**src/rtl/ms_seq_pkg.sv**
```systemverilog
// Shared types for the mixed-signal pattern sequencer.
// State encoding and the pattern driven while idle.
package ms_seq_pkg;

  typedef enum logic [1:0] {
    ST_IDLE = 2'd0,
    ST_ARM  = 2'd1,
    ST_RUN  = 2'd2
  } state_e;

  localparam logic [7:0] IDLE_PAT = 8'h00;

endpackage

```
**src/rtl/ms_sync.sv**
```systemverilog
// Two-flop synchronizer for the mixed-signal trigger,
// plus a registered copy for rising-edge detection.
module ms_sync (
  input  logic clk_i,
  input  logic rst_ni,
  input  logic d_i,
  output logic rise_o
);

  logic s1_q;
  logic s2_q;
  logic prev_q;

  always_ff @(posedge clk_i or negedge rst_ni) begin
    if (!rst_ni) begin
      s1_q   <= 1'b0;
      s2_q   <= 1'b0;
      prev_q <= 1'b0;
    end else begin
      s1_q   <= d_i;
      s2_q   <= s1_q;
      prev_q <= s2_q;
    end
  end

  assign rise_o = s2_q & ~prev_q;

endmodule

```
**src/rtl/ms_seq_ctrl.sv**
```systemverilog
// Pattern sequencer: plays a programmed list of
// {dwell, pattern} entries onto an 8-bit mixed-signal port.
module ms_seq_ctrl
  import ms_seq_pkg::*;
#(
  parameter int DEPTH   = 8,
  parameter int DWELL_W = 8,
  localparam int AW     = $clog2(DEPTH),
  localparam int EW     = 8 + DWELL_W
) (
  input  logic          clk_i,
  input  logic          rst_ni,
  input  logic          cfg_we_i,
  input  logic [AW-1:0] cfg_addr_i,
  input  logic [EW-1:0] cfg_data_i,
  input  logic [AW-1:0] last_idx_i,
  input  logic          loop_i,
  input  logic          trig_en_i,
  input  logic          start_i,
  input  logic          stop_i,
  input  logic          port_ms_i,
  output logic [7:0]    port_ms_o,
  output logic          busy_o,
  output logic [AW-1:0] step_o,
  output logic          done_o,
  output logic          cfg_err_o
);

  state_e state_q, state_d;

  logic [EW-1:0]      mem_q [DEPTH];
  logic [AW-1:0]      idx_q, idx_d;
  logic [AW-1:0]      last_q, last_d;
  logic               loop_q, loop_d;
  logic [DWELL_W-1:0] cnt_q, cnt_d;
  logic [7:0]         pat_q, pat_d;
  logic               done_q, done_d;
  logic               err_q, err_d;

  logic          rise;
  logic          is_idle, is_arm, is_run;
  logic          entry_end, at_last;
  logic          do_load, do_abort, do_trig;
  logic          do_fin, do_adv, do_tick;
  logic [AW-1:0] nxt_idx;
  logic [EW-1:0] ent0, entn;

  ms_sync u_sync (
    .clk_i  (clk_i),
    .rst_ni (rst_ni),
    .d_i    (port_ms_i),
    .rise_o (rise)
  );

  assign is_idle   = (state_q == ST_IDLE);
  assign is_arm    = (state_q == ST_ARM);
  assign is_run    = (state_q == ST_RUN);
  assign entry_end = (cnt_q == '0);
  assign at_last   = (idx_q == last_q);
  assign nxt_idx   = at_last ? '0 : idx_q + 1'b1;
  assign ent0      = mem_q[0];
  assign entn      = mem_q[nxt_idx];

  // Mutually exclusive actions; stop overrides everything.
  assign do_load  = is_idle & start_i & ~stop_i;
  assign do_abort = ~is_idle & stop_i;
  assign do_trig  = is_arm & ~stop_i & rise;
  assign do_fin   = is_run & ~stop_i & entry_end
                  & at_last & ~loop_q;
  assign do_adv   = is_run & ~stop_i & entry_end & ~do_fin;
  assign do_tick  = is_run & ~stop_i & ~entry_end;

  always_ff @(posedge clk_i or negedge rst_ni) begin
    if (!rst_ni) begin
      state_q <= ST_IDLE;
    end else begin
      state_q <= state_d;
    end
  end

  always_comb begin
    state_d = state_q;
    unique case (state_q)
      ST_IDLE: begin
        if (do_load) begin
          state_d = trig_en_i ? ST_ARM : ST_RUN;
        end
      end
      ST_ARM: begin
        if (stop_i) begin
          state_d = ST_IDLE;
        end else if (rise) begin
          state_d = ST_RUN;
        end
      end
      ST_RUN: begin
        if (stop_i || do_fin) begin
          state_d = ST_IDLE;
        end
      end
      default: state_d = ST_IDLE;
    endcase
  end

  always_comb begin
    idx_d  = idx_q;
    last_d = last_q;
    loop_d = loop_q;
    cnt_d  = cnt_q;
    pat_d  = pat_q;
    done_d = 1'b0;
    err_d  = cfg_we_i & ~is_idle;
    unique case (1'b1)
      do_load: begin
        last_d = last_idx_i;
        loop_d = loop_i;
        idx_d  = '0;
        cnt_d  = ent0[EW-1:8];
        pat_d  = trig_en_i ? IDLE_PAT : ent0[7:0];
      end
      do_abort: begin
        idx_d = '0;
        pat_d = IDLE_PAT;
      end
      do_trig: begin
        cnt_d = ent0[EW-1:8];
        pat_d = ent0[7:0];
      end
      do_fin: begin
        idx_d  = '0;
        pat_d  = IDLE_PAT;
        done_d = 1'b1;
      end
      do_adv: begin
        idx_d = nxt_idx;
        cnt_d = entn[EW-1:8];
        pat_d = entn[7:0];
      end
      do_tick: begin
        cnt_d = cnt_q - 1'b1;
      end
      default: ;
    endcase
  end

  always_ff @(posedge clk_i or negedge rst_ni) begin
    if (!rst_ni) begin
      idx_q  <= '0;
      last_q <= '0;
      loop_q <= 1'b0;
      cnt_q  <= '0;
      pat_q  <= IDLE_PAT;
      done_q <= 1'b0;
      err_q  <= 1'b0;
    end else begin
      idx_q  <= idx_d;
      last_q <= last_d;
      loop_q <= loop_d;
      cnt_q  <= cnt_d;
      pat_q  <= pat_d;
      done_q <= done_d;
      err_q  <= err_d;
    end
  end

  // Entry store is plain flops; writes only land while idle.
  always_ff @(posedge clk_i or negedge rst_ni) begin
    if (!rst_ni) begin
      for (int i = 0; i < DEPTH; i++) begin
        mem_q[i] <= '0;
      end
    end else if (cfg_we_i && is_idle) begin
      mem_q[cfg_addr_i] <= cfg_data_i;
    end
  end

  always_comb begin
    busy_o = ~is_idle;
    step_o = is_idle ? '0 : idx_q;
  end

  assign port_ms_o = pat_q;
  assign done_o    = done_q;
  assign cfg_err_o = err_q;

endmodule

```
**config.mk**
```make
export PLATFORM = sky130hd
export DESIGN_NAME = ms_seq_ctrl
export DESIGN_NICKNAME = d
export VERILOG_FILES = /design/src/rtl/ms_seq_pkg.sv /design/src/rtl/ms_sync.sv /design/src/rtl/ms_seq_ctrl.sv
export SDC_FILE = /design/constraint.sdc
export NUM_CORES = 1
export LEC_CHECK = 0
export ABC_CLOCK_PERIOD_IN_PS = 2200
export CAP_MARGIN = 20
export CORE_MARGIN = 2
export CORE_UTILIZATION = 30
export CTS_BUF_LIST = sky130_fd_sc_hd__clkbuf_4
export DETAILED_ROUTE_END_ITERATION = 10
export HOLD_SLACK_MARGIN = 0.02
export PLACE_DENSITY = 0.5
export RECOVER_POWER = 25
export SETUP_SLACK_MARGIN = 0.02
export SLEW_MARGIN = 0
export SYNTH_ARGS = -nofsm -noshare
export SYNTH_HDL_FRONTEND = slang
export SYNTH_SLANG_ARGS = --single-unit
export TNS_END_PERCENT = 30
```
**constraint.sdc**
```tcl
create_clock -name clk_i -period 2.2 [get_ports clk_i]
set_input_delay 0.55 -clock clk_i [delete_from_list [all_inputs] [get_ports clk_i]]
set_output_delay 0.55 -clock clk_i [all_outputs]
set_load 0.01 [all_outputs]
```
# Word-level counts from Yosys, hierarchy flattened
# Cells that the tools add are included.
[op_classes] n_reduce_logical=12 muxes=19 n_eq_ne=6 bitwise_logic=21 order_cmp=3 addsub=2
[ops] op="bitwise mux 128 bit" n=1
[ops] op="binary-select mux 16 bit (select 3 bit)" n=1
[ops] op="demux 16 bit (select 3 bit)" n=1
[ops] op="two-way mux 16 bit" n=3
[ops] op="case mux 8 bit (4 select lines)" n=1
[ops] op="case mux 8 bit (3 select lines)" n=1
[ops] op="AND 1 bit" n=13
[ops] op="two-way mux 2 bit" n=5
[ops] op="greater-or-equal comparator 4 bit (second input constant)" n=2
[ops] op="logical NOT 8 bit" n=1
[ops] op="two-way mux 8 bit" n=1
[ops] op="NOT 3 -> 4 bit" n=2
[ops] op="subtractor 8 x 1 -> 8 bit (second input constant)" n=1
[ops] op="two-way mux 3 bit" n=2
[ops] op="NOT 1 bit" n=6
[ops] op="case mux 2 bit (3 select lines)" n=1
[ops] op="case mux 3 bit (2 select lines)" n=1
[ops] op="less-than comparator 4 x 1 -> 1 bit (second input constant)" n=1
[ops] op="!= test 2 x 1 -> 1 bit (second input constant)" n=2
[ops] op="nonzero test 4 bit" n=1
[ops] op="OR reduction 2 bit" n=2
[ops] op="adder 3 x 1 -> 3 bit (second input constant)" n=1
[ops] op="equality test 3 bit" n=1
[ops] op="!= test 3 bit (second input constant)" n=1
[ops] op="other kinds (10)" n=11
[totals] wordCells=82 regBits=158 output_inout_bits=14 inputBits=30

# Longest topological paths before layout
# Gate-level depths: netlist of the first run.
[depth] word_depth=8 mapped_depth=10 mapped_depth_nobuf=8

# By module
# A second synthesis of the first run with hierarchy kept.
[hier_totals] hier_cells=645 hier_area_um2=7739.9
[by_module_without_submodules] mod="ms_seq_ctrl" area_per_inst_um2=7651.1 n_inst=1 cells_each=641 seq_area_each_um2=3878.7
[by_module_without_submodules] mod="ms_sync" area_per_inst_um2=88.8 n_inst=1 cells_each=4 seq_area_each_um2=75.1

# Least setup slack after synthesis of the first run
# No wires, ideal clock.
[synth_timing] path_kind="input-to-reg" start="input stop_i" end="register pat_q[4], in the netlist port_ms_o[4]" path_buffers=3 setup_slack_ns=-0.226 cell_stages=8 arrival_ns=2.344 setup_ns=0.082 t_required_ns=2.118 cell_sequence="clkbuf_1 -> or3b_1 -> or3_1 -> buf_2 -> o21bai_4 -> buf_6 -> o31a_1 -> a31oi_1"
[synth_between] elab_chain_len=8 elab_cells_between_ends=14 cone_classes="mux: 1; bitwise: 11; reduce/logical: 2"
[synth_lines] element="start, declared" line_no="ms_seq_ctrl.sv:20" rtl="input logic stop_i,"
[synth_lines] element="NOT 1 bit"
[synth_lines] element="AND 1 bit (2 in series)" line_no="ms_seq_ctrl.sv:68, ms_seq_ctrl.sv:70"
[synth_lines] element="AND 1 bit (2 in series)" line_no="ms_seq_ctrl.sv:69" rtl="& at_last & ~loop_q;"
[synth_lines] element="NOT 1 bit" line_no="ms_seq_ctrl.sv:70" rtl="assign do_adv = is_run & ~stop_i & entry_end & ~do_fin;"
[synth_lines] element="AND 1 bit" line_no="ms_seq_ctrl.sv:70"
[synth_lines] element="case mux 8 bit (4 select lines) or nonzero test 4 bit (tied branches)"
[synth_lines] element="end signal, assigned" line_no="ms_seq_ctrl.sv:160" rtl="pat_q <= pat_d;"
[synth_lines] element="end, declared" line_no="ms_seq_ctrl.sv:36" rtl="logic [7:0] pat_q, pat_d;"
# Several ways; a longest one is shown, not always the timed one.
# A chain may end at the register's enable or synchronous reset.

# Final worst setup path of the first run
[layout_timing] start="register cnt_q[1]" end="register cnt_q[4]"
[layout_between] elab_chain_len=7 elab_cells_between_ends=11 cone_classes="add/sub: 1; mux: 1; bitwise: 7; reduce/logical: 2"
[layout_lines] element="start, declared" line_no="ms_seq_ctrl.sv:35" rtl="logic [DWELL_W-1:0] cnt_q, cnt_d;"
[layout_lines] element="start signal, assigned" line_no="ms_seq_ctrl.sv:159" rtl="cnt_q <= cnt_d;"
[layout_lines] element="logical NOT 8 bit" line_no="ms_seq_ctrl.sv:58" rtl="assign entry_end = (cnt_q == '0);"
[layout_lines] element="AND 1 bit" line_no="ms_seq_ctrl.sv:68, ms_seq_ctrl.sv:70"
[layout_lines] element="AND 1 bit (2 in series)" line_no="ms_seq_ctrl.sv:69"
[layout_lines] element="NOT 1 bit" line_no="ms_seq_ctrl.sv:70"
[layout_lines] element="AND 1 bit" line_no="ms_seq_ctrl.sv:70"
[layout_lines] element="case mux 8 bit (3 select lines) or nonzero test 3 bit (tied branches)"
# Several ways; a longest one is shown, not always the timed one.

==> reports/metrics.cfg, run 1 <==
[floorplanning]
coreArea_um2 = 25000
io_pins = 44
fp.dieW_um = 163
fp.dieH_um = 163
std_cell_rows = 58
dieArea_um2 = 26700
start_util_pct = 30.4

[synth]
yosysUniqueCellTypes = 59
syn_inst = 619
syn_area_per_cell_um2 = 12.3
synth_fp_nets = 652
async_reset_ff_share_pct = 100
synthFlopType = dfrtp_1
synth_warnings = 0
syn_area_um2 = 7610
ys_ff_latch = 158
synth_edf_count = 0
yosysSeqAreaShare_pct = 51.9

[clock_network]
htree_num_levels = 4
cts_buffers = 17
root_buffer = clkbuf_4
clock-sinks = 158
clk_path_buf_depth = 2
clock_insertion_delay_worst_skew_ns = 0.59
path_clk_slew_ns = 0.14
cts_tree = yes

[sta]
drv_slew = 0
worst_slack_ns = -0.210
finalSetupViolCount = 16
hold_viol_final = 0
relSlewSlack_pct = 10.3
layout_min_cycle_time_ns = 2.41
grt_setup_unrepaired = yes
clock_skew_ns = 0.0197
worstMarginPinSlew_ns = 1.35
min_period_over_period_pct = 110
max_freq_mhz = 415

[final_layout]
n_fill_cell = 2397
multi_input_area_um2 = 3750
synthToLayoutAreaGrowth_pct = 27.2
finalInstanceArea_um2 = 9680
regArea_um2 = 3950
layout-drive-gt1-share_pct = 40.1
fin_util_pct = 38.7
final_nets = 768

[place]
place_hpwl_um = 14600
numPortBuffers = 43
gp_congestion = 0.825
dpl-instance-area_um2 = 9090

[detailed_routing]
vias_per_cell = 5.17
initialDrtViolationCount = 404
dr_total_vias = 5577
firstDrtPassIters = 5
wl_um = 22300
wl_per_cell_um = 20.7
remaining_drc_errors = 0
antenna_left = 0

[status]
violations = setup timing
outcome = finished, violations left

[critical_path]
worstPathMaxFanout = 5
crit_path_end = cnt_q[4]
endpoint_kind = flop
arrival_ns = 2.91
crit_start = cnt_q[1]
r2r-end = cnt_q[4]
reg2reg_slack_ns = -0.21
required_ns = 2.70
reg2reg_depth = 8
cp-start-kind = flop
critical_path_class = flop to flop
r2r-start = cnt_q[1]

[power]
clkPwrFrac_pct = 16.5
peakVddDrop_mv = 0.326
p_leak_nw = 4.14
sequentialPowerShare_pct = 44.7
switching_power_mw = 3.85
p_per_area_nw_per_um2 = 1150
p_int_mw = 7.24
swShare_pct = 34.7
p_comb_share_pct = 38.7

[grt]
grtUsageTotal_pct = 17.6
grt_pass1_wl_um = 35200
grt-ovfl-total = 0
antenna_found_initial = 1
grt_max_degree = 60
grt_pass1_vias = 5920

[flow_run]
drv_cap = 0

[hold_path]
min_path_type = flop to flop

[cells in the mapped netlist (3+ instances only)]
master | number | share of area (%)
a2111oi_0 | 4 | 0.46
a211oi_1 | 7 | 0.69
a21oi_1 | 16 | 1.1
a221oi_1 | 5 | 0.58
a22oi_1 | 6 | 0.59
a311oi_1 | 5 | 0.58
a31oi_1 | 5 | 0.41
and2_1 | 4 | 0.33
and3_1 | 8 | 0.66
buf_2 | 9 | 0.59
clkbuf_1 | 19 | 0.94
dfrtp_1 | 158 | 52
ha_1 | 3 | 0.49
inv_1 | 11 | 0.54
mux2_2 | 139 | 21
mux2i_1 | 21 | 2.8
mux4_2 | 3 | 0.89
nand2_1 | 39 | 1.9
nand2b_1 | 10 | 0.82
nand3_1 | 9 | 0.59
nor2_1 | 15 | 0.74
nor2b_1 | 6 | 0.49
nor3_1 | 9 | 0.59
o21ai_0 | 22 | 1.4
o221ai_1 | 6 | 0.69
o22ai_1 | 18 | 1.5
o32a_1 | 6 | 0.79
or3_1 | 9 | 0.74
xnor2_1 | 5 | 0.58
xor2_1 | 6 | 0.69
[through the flow]
step / hold WS (ns) / power [mW] / TNS, ns / setup slack, ns / std cells
2_1_floorplan: 0.254 / 7.28 / -0.754 / -0.119 / 619
3_3_place_gp: 0.343 / 8.84 / -6.94 / -0.456 / 1038
3_5_place_dp: 0.339 / 9.02 / -7.69 / -0.543 / 1038
4_1_cts: 0.350 / 11.1 / -2.00 / -0.181 / 1078
5_1_grt: 0.373 / 11.8 / -3.98 / -0.257 / 1079
6_report: 0.368 / 11.1 / -2.55 / -0.210 / 1079
[state kept, by name, summed over array words and instances, names as in the netlist]
signal / count
mem_q: 112
ent0: 16
cnt_q: 8
port_ms_o: 8
idx_q: 3
last_q: 3
state_q: 2
cfg_err_o: 1
done_o: 1
loop_q: 1
u_sync.prev_q: 1
u_sync.s1_q: 1
u_sync.s2_q: 1
[what timing repair did]
item | 4_1_cts | 5_1_grt
hold buffers | 1 | 0
gates resized for setup | 46 | 22
setup buffers | 5 | 0
pin swaps | 8 | 6
gates cloned | 2 | 0
hold endpoints to repair | 22 | 0
setup endpoints to repair | 21 | 22
[worst min path at each step]
stage | cells after the start | start | to | slack [ns]
after floorplan | 0 | rst_ni | cfg_err_o | 0.25
after global routing | 0 | u_sync.s1_q | u_sync.s2_q | 0.37
after detailed placement | 0 | u_sync.s1_q | u_sync.s2_q | 0.34
after global placement | 0 | u_sync.s1_q | u_sync.s2_q | 0.34
after CTS | 2 | rst_ni | mem_q[45] | 0.35
final | 0 | u_sync.s1_q | u_sync.s2_q | 0.37
[power groups by stage]
stage	clock (mW)	sequential (mW)	combinational [mW]
detailed placement	0	5.01	4.01
finish	1.84	4.96	4.30
global placement	0	4.92	3.91
CTS	1.89	4.95	4.24
floorplan	0	4.81	2.47
global route	2.04	5.12	4.69
[worst max-delay path: stages, from the launching register on]
cell and delay, ns:
dfrtp_1 0.43, inv_2 0.09, ha_4 0.14, or3b_4 0.39
buf_6 0.13, or3_4 0.40, o21bai_4 0.25, o32a_1 0.33
a31oi_1 0.17
[cells in the final DEF, fill, tap and decap left out, types with 4 or more instances in the layout]
| cell type | n |
|---|---|
| o22ai_1 | 16 |
| o21ai_0 | 20 |
| or3_1 | 8 |
| inv_1 | 8 |
| nand2b_1 | 9 |
| and3_1 | 8 |
| o221ai_1 | 6 |
| inv_6 | 4 |
| o32a_1 | 6 |
| xnor2_1 | 4 |
| buf_4 | 62 |
| xor2_1 | 4 |
| dfrtp_1 | 158 |
| a221oi_1 | 5 |
| mux2i_1 | 21 |
| a21oi_1 | 15 |
| nand3_1 | 9 |
| buf_12 | 12 |
| a211oi_1 | 7 |
| nor2_1 | 14 |
| nand2_1 | 36 |
| clkdlybuf4s50_1 | 37 |
| nor2b_1 | 6 |
| buf_6 | 8 |
| clkbuf_4 | 18 |
| nor3_1 | 8 |
| and2_1 | 4 |
| a22oi_1 | 6 |
| mux2_2 | 139 |
[layout make-up]
class / instances / share of cell area [%]
Antenna cell: 1 / 0.0258
Clock buffer: 18 / 1.40
Clock inverter: 14 / 1.65
Inverter: 12 / 0.543
Multi-Input combinational cell: 420 / 38.7
Sequential cell: 158 / 40.8
Tap cell: 330 / 4.26
Timing Repair Buffer: 126 / 12.6
[cells by family after synthesis]
| kind of cell | share of synthesized area (%) |
|---|---|
| multiplexers | 24.2 |
| flip-flops | 51.9 |
| AO/OA/AOI/OAI | 11.6 |
| AND/OR/NAND/NOR | 8.12 |
| buffers and inverters | 2.37 |
| XOR/XNOR | 1.27 |
| adder cells (fa/ha/maj) | 0.493 |
[metal layers]
layer,vias up,GRT usage (%),wire (µm)
met5,-,0,0
met1,2866,23.8,10300
li1,2545,-,-
met3,23,3.25,948
met2,143,28.9,10700
met4,0,5.15,358
No activity file was read; power rests on OpenSTA's default activity.
==> run 2, diff against run 1 <==
Settings changed: PLACE_DENSITY 0.5 to 0.51.
==> run 2 against run 1 <==
Against the previous run:
- the run still ends with setup timing left
- sequential share of layout area shrank 0.30 points
- count of clock-buffer cells in the layout did not move
- final area is 0.76% higher
- critical path depth is the same
- setup slack improved by 0.041 ns
- register-to-register slack better by 0.04 ns
- global-route usage shrank 0.36 points
- clock skew shrank 0.0013 ns
- combinational power increased by 3%
- largest cell class unchanged
==> reports/metrics.cfg, run 2 (synthesis gave the netlist of run 1 again) <==
[status]
outcome = finished, violations left
violations = setup timing

[sta]
drv_slew = 0  ; unchanged
clock_skew_ns = 0.0184  ; -0.00133 ns
worstMarginPinSlew_ns = 1.42  ; +0.0747 ns
worst_slack_ns = -0.169  ; +0.0408 ns
layout_min_cycle_time_ns = 2.37  ; -0.0408 ns
grt_setup_unrepaired = yes
finalSetupViolCount = 17  ; +1
min_period_over_period_pct = 108  ; -1.9 points
hold_viol_final = 0  ; unchanged
relSlewSlack_pct = 5.31  ; -5.0 points
max_freq_mhz = 422  ; +1.7%

[clock_network]
clk_path_buf_depth = 2  ; unchanged
cts_tree = yes
cts_buffers = 17  ; unchanged
path_clk_slew_ns = 0.14  ; about the same
clock-sinks = 158  ; unchanged
clock_insertion_delay_worst_skew_ns = 0.55  ; -0.04 ns
root_buffer = clkbuf_4
htree_num_levels = 4  ; unchanged

[final_layout]
largest_register_ffs = 112  ; unchanged
final_nets = 780  ; +1.6%
final_common_cell = dfrtp_1
synthToLayoutAreaGrowth_pct = 28.2
layout-drive-gt1-share_pct = 42.5  ; +2.4 points
max_flop_register = mem_q
n_fill_cell = 2384  ; -0.54%
fin_util_pct = 39.0  ; +0.29 points
layout_common_cells = 157 x dfrtp_1, 139 x mux2_2, 70 x buf_4

[detailed_routing]
wl_per_cell_um = 20.2  ; -2.3%
wl_um = 22000  ; -1.2%
vias_per_cell = 5.21  ; +0.71%
initialDrtViolationCount = 334  ; -17%
antenna_left = 0  ; unchanged
dr_total_vias = 5679  ; +1.8%
remaining_drc_errors = 0  ; unchanged
firstDrtPassIters = 5  ; unchanged

[floorplanning]
coreArea_um2 = 25000  ; unchanged
dieArea_um2 = 26700  ; unchanged
fp.dieH_um = 163  ; unchanged
std_cell_rows = 58  ; unchanged
start_util_pct = 30.4  ; unchanged
io_pins = 44  ; unchanged
fp.dieW_um = 163  ; unchanged

[power]
switching_power_mw = 3.82  ; -0.79%
p_int_mw = 7.33  ; +1.2%
swShare_pct = 34.3  ; -0.45 points
p_comb_share_pct = 39.7  ; +1.0 points
p_leak_nw = 4.19  ; +1.2%
sequentialPowerShare_pct = 44.6  ; about the same
peakVddDrop_mv = 0.356  ; +9.0%
finalPower_mw = 11.1  ; +0.51%
p_per_area_nw_per_um2 = 1140  ; -0.25%
clkPwrFrac_pct = 15.7  ; -0.8 points

[critical_path]
endpoint_kind = flop
cp-start-kind = flop
worstPathMaxFanout = 5  ; unchanged
arrival_ns = 2.85  ; -0.06 ns
required_ns = 2.69  ; about the same
critical_path_class = flop to flop
crit_chain = inv_2 > ha_4 > or3b_4 > buf_6 > or3_4 > o21bai_4 > o32a_1 > a31oi_1
slowest_delay_ns = 0.43  ; about the same
cp_slowest_cell = dfrtp_1

[place]
place_hpwl_um = 14600  ; -0.30%
gp_congestion = 0.871  ; +5.6%
numPortBuffers = 43  ; unchanged

[grt]
grt_max_degree = 51  ; -15%
antenna_found_initial = 1  ; unchanged
grt-ovfl-total = 0  ; unchanged
grtUsageTotal_pct = 17.3  ; -0.36 points
grt_pass1_wl_um = 34700  ; -1.6%
grt_pass1_vias = 5894  ; -0.44%

[flow_run]
drv_cap = 0  ; unchanged

[hold_path]
min_path_type = flop to flop

## run 2: changes by cell type in the layout (fill, tap and decap cells not counted), moves of 4 or more
cell and change:
o21ai_0 -11, clkinv_2 +4, a211oi_1 -4, o21ai_1 +9
a211oi_2 +4, buf_4 +8
## run 2: worst paths after layout
check,startpoint,end,slack (ns),depth (start not counted)
max in group asynchronous,rst_ni,idx_q[0],0.33,3
setup reg to reg,cnt_q[1],cnt_q[4],-0.17,8
setup / recovery,cnt_q[1],cnt_q[4],-0.17,8
min in group asynchronous,rst_ni,mem_q[93],0.84,2
hold reg to reg,u_sync.s1_q,u_sync.s2_q,0.38,0
hold / removal,u_sync.s1_q,u_sync.s2_q,0.38,0
## run 2: power by group through the flow
| stage | registers [mW] | logic (mW) | clock network, mW |
|---|---|---|---|
| 2_1_floorplan | 4.81 | 2.47 | 0 |
| 3_3_place_gp | 4.92 | 3.87 | 0 |
| 3_5_place_dp | 5.01 | 3.95 | 0 |
| 4_1_cts | 4.95 | 4.29 | 1.84 |
| 5_1_grt | 5.13 | 4.77 | 1.95 |
| 6_report | 4.97 | 4.43 | 1.75 |
## run 2: layer usage
layer / wire (µm) / share of wire [%] / global-route usage [%] / vias up
li1: - / - / - / 2576
met1: 9940 / 45 / 22.5 / 2916
met2: 10600 / 48 / 28.3 / 152
met3: 894 / 4.1 / 3.28 / 35
met4: 639 / 2.9 / 6.80 / 0
met5: 0 / 0 / 0 / -
## run 2: worst max-delay path, delay by kind of cell (launching register included)
kind | cells | cell delay, ns
DFF | 1 | 0.43
AOI/OAI and AO/OA | 3 | 0.76
adders and majority gates | 1 | 0.13
and+or+nand+nor | 2 | 0.76
buffers and inverters | 2 | 0.23
## run 2: metrics by stage
step                cells  area [µm²]  TNS, ns  hold WS, ns  setup slack [ns]
floorplan             619        7640   -0.754        0.254            -0.119
global placement     1038        9080    -6.98        0.349            -0.466
detailed placement   1038        9080    -7.32        0.358            -0.581
CTS                  1087        9670    -1.74        0.373            -0.142
global route         1091        9760    -3.15        0.403            -0.213
finish               1091        9760    -2.18        0.377            -0.169
## run 2: repair_timing
| item | 4_1_cts | 5_1_grt |
|---|---|---|
| hold endpoints to repair | 45 | 0 |
| gates cloned | 2 | 0 |
| pin swaps | 16 | 13 |
| setup endpoints to repair | 22 | 18 |
| setup buffers | 14 | 3 |
| hold buffers | 1 | 0 |
| resized for setup | 57 | 34 |
## run 2: final cells by class
type / count / area [µm²] / area share [%]
antenna: 1 / 2.50 / 0.0256
inverter: 12 / 47.5 / 0.487
clock buffer: 18 / 135 / 1.38
tap: 330 / 413 / 4.23
sequential: 158 / 3960 / 40.5
timing repair buffer: 138 / 1300 / 13.3
multi-input combinational: 420 / 3760 / 38.6
clock inverter: 14 / 143 / 1.46
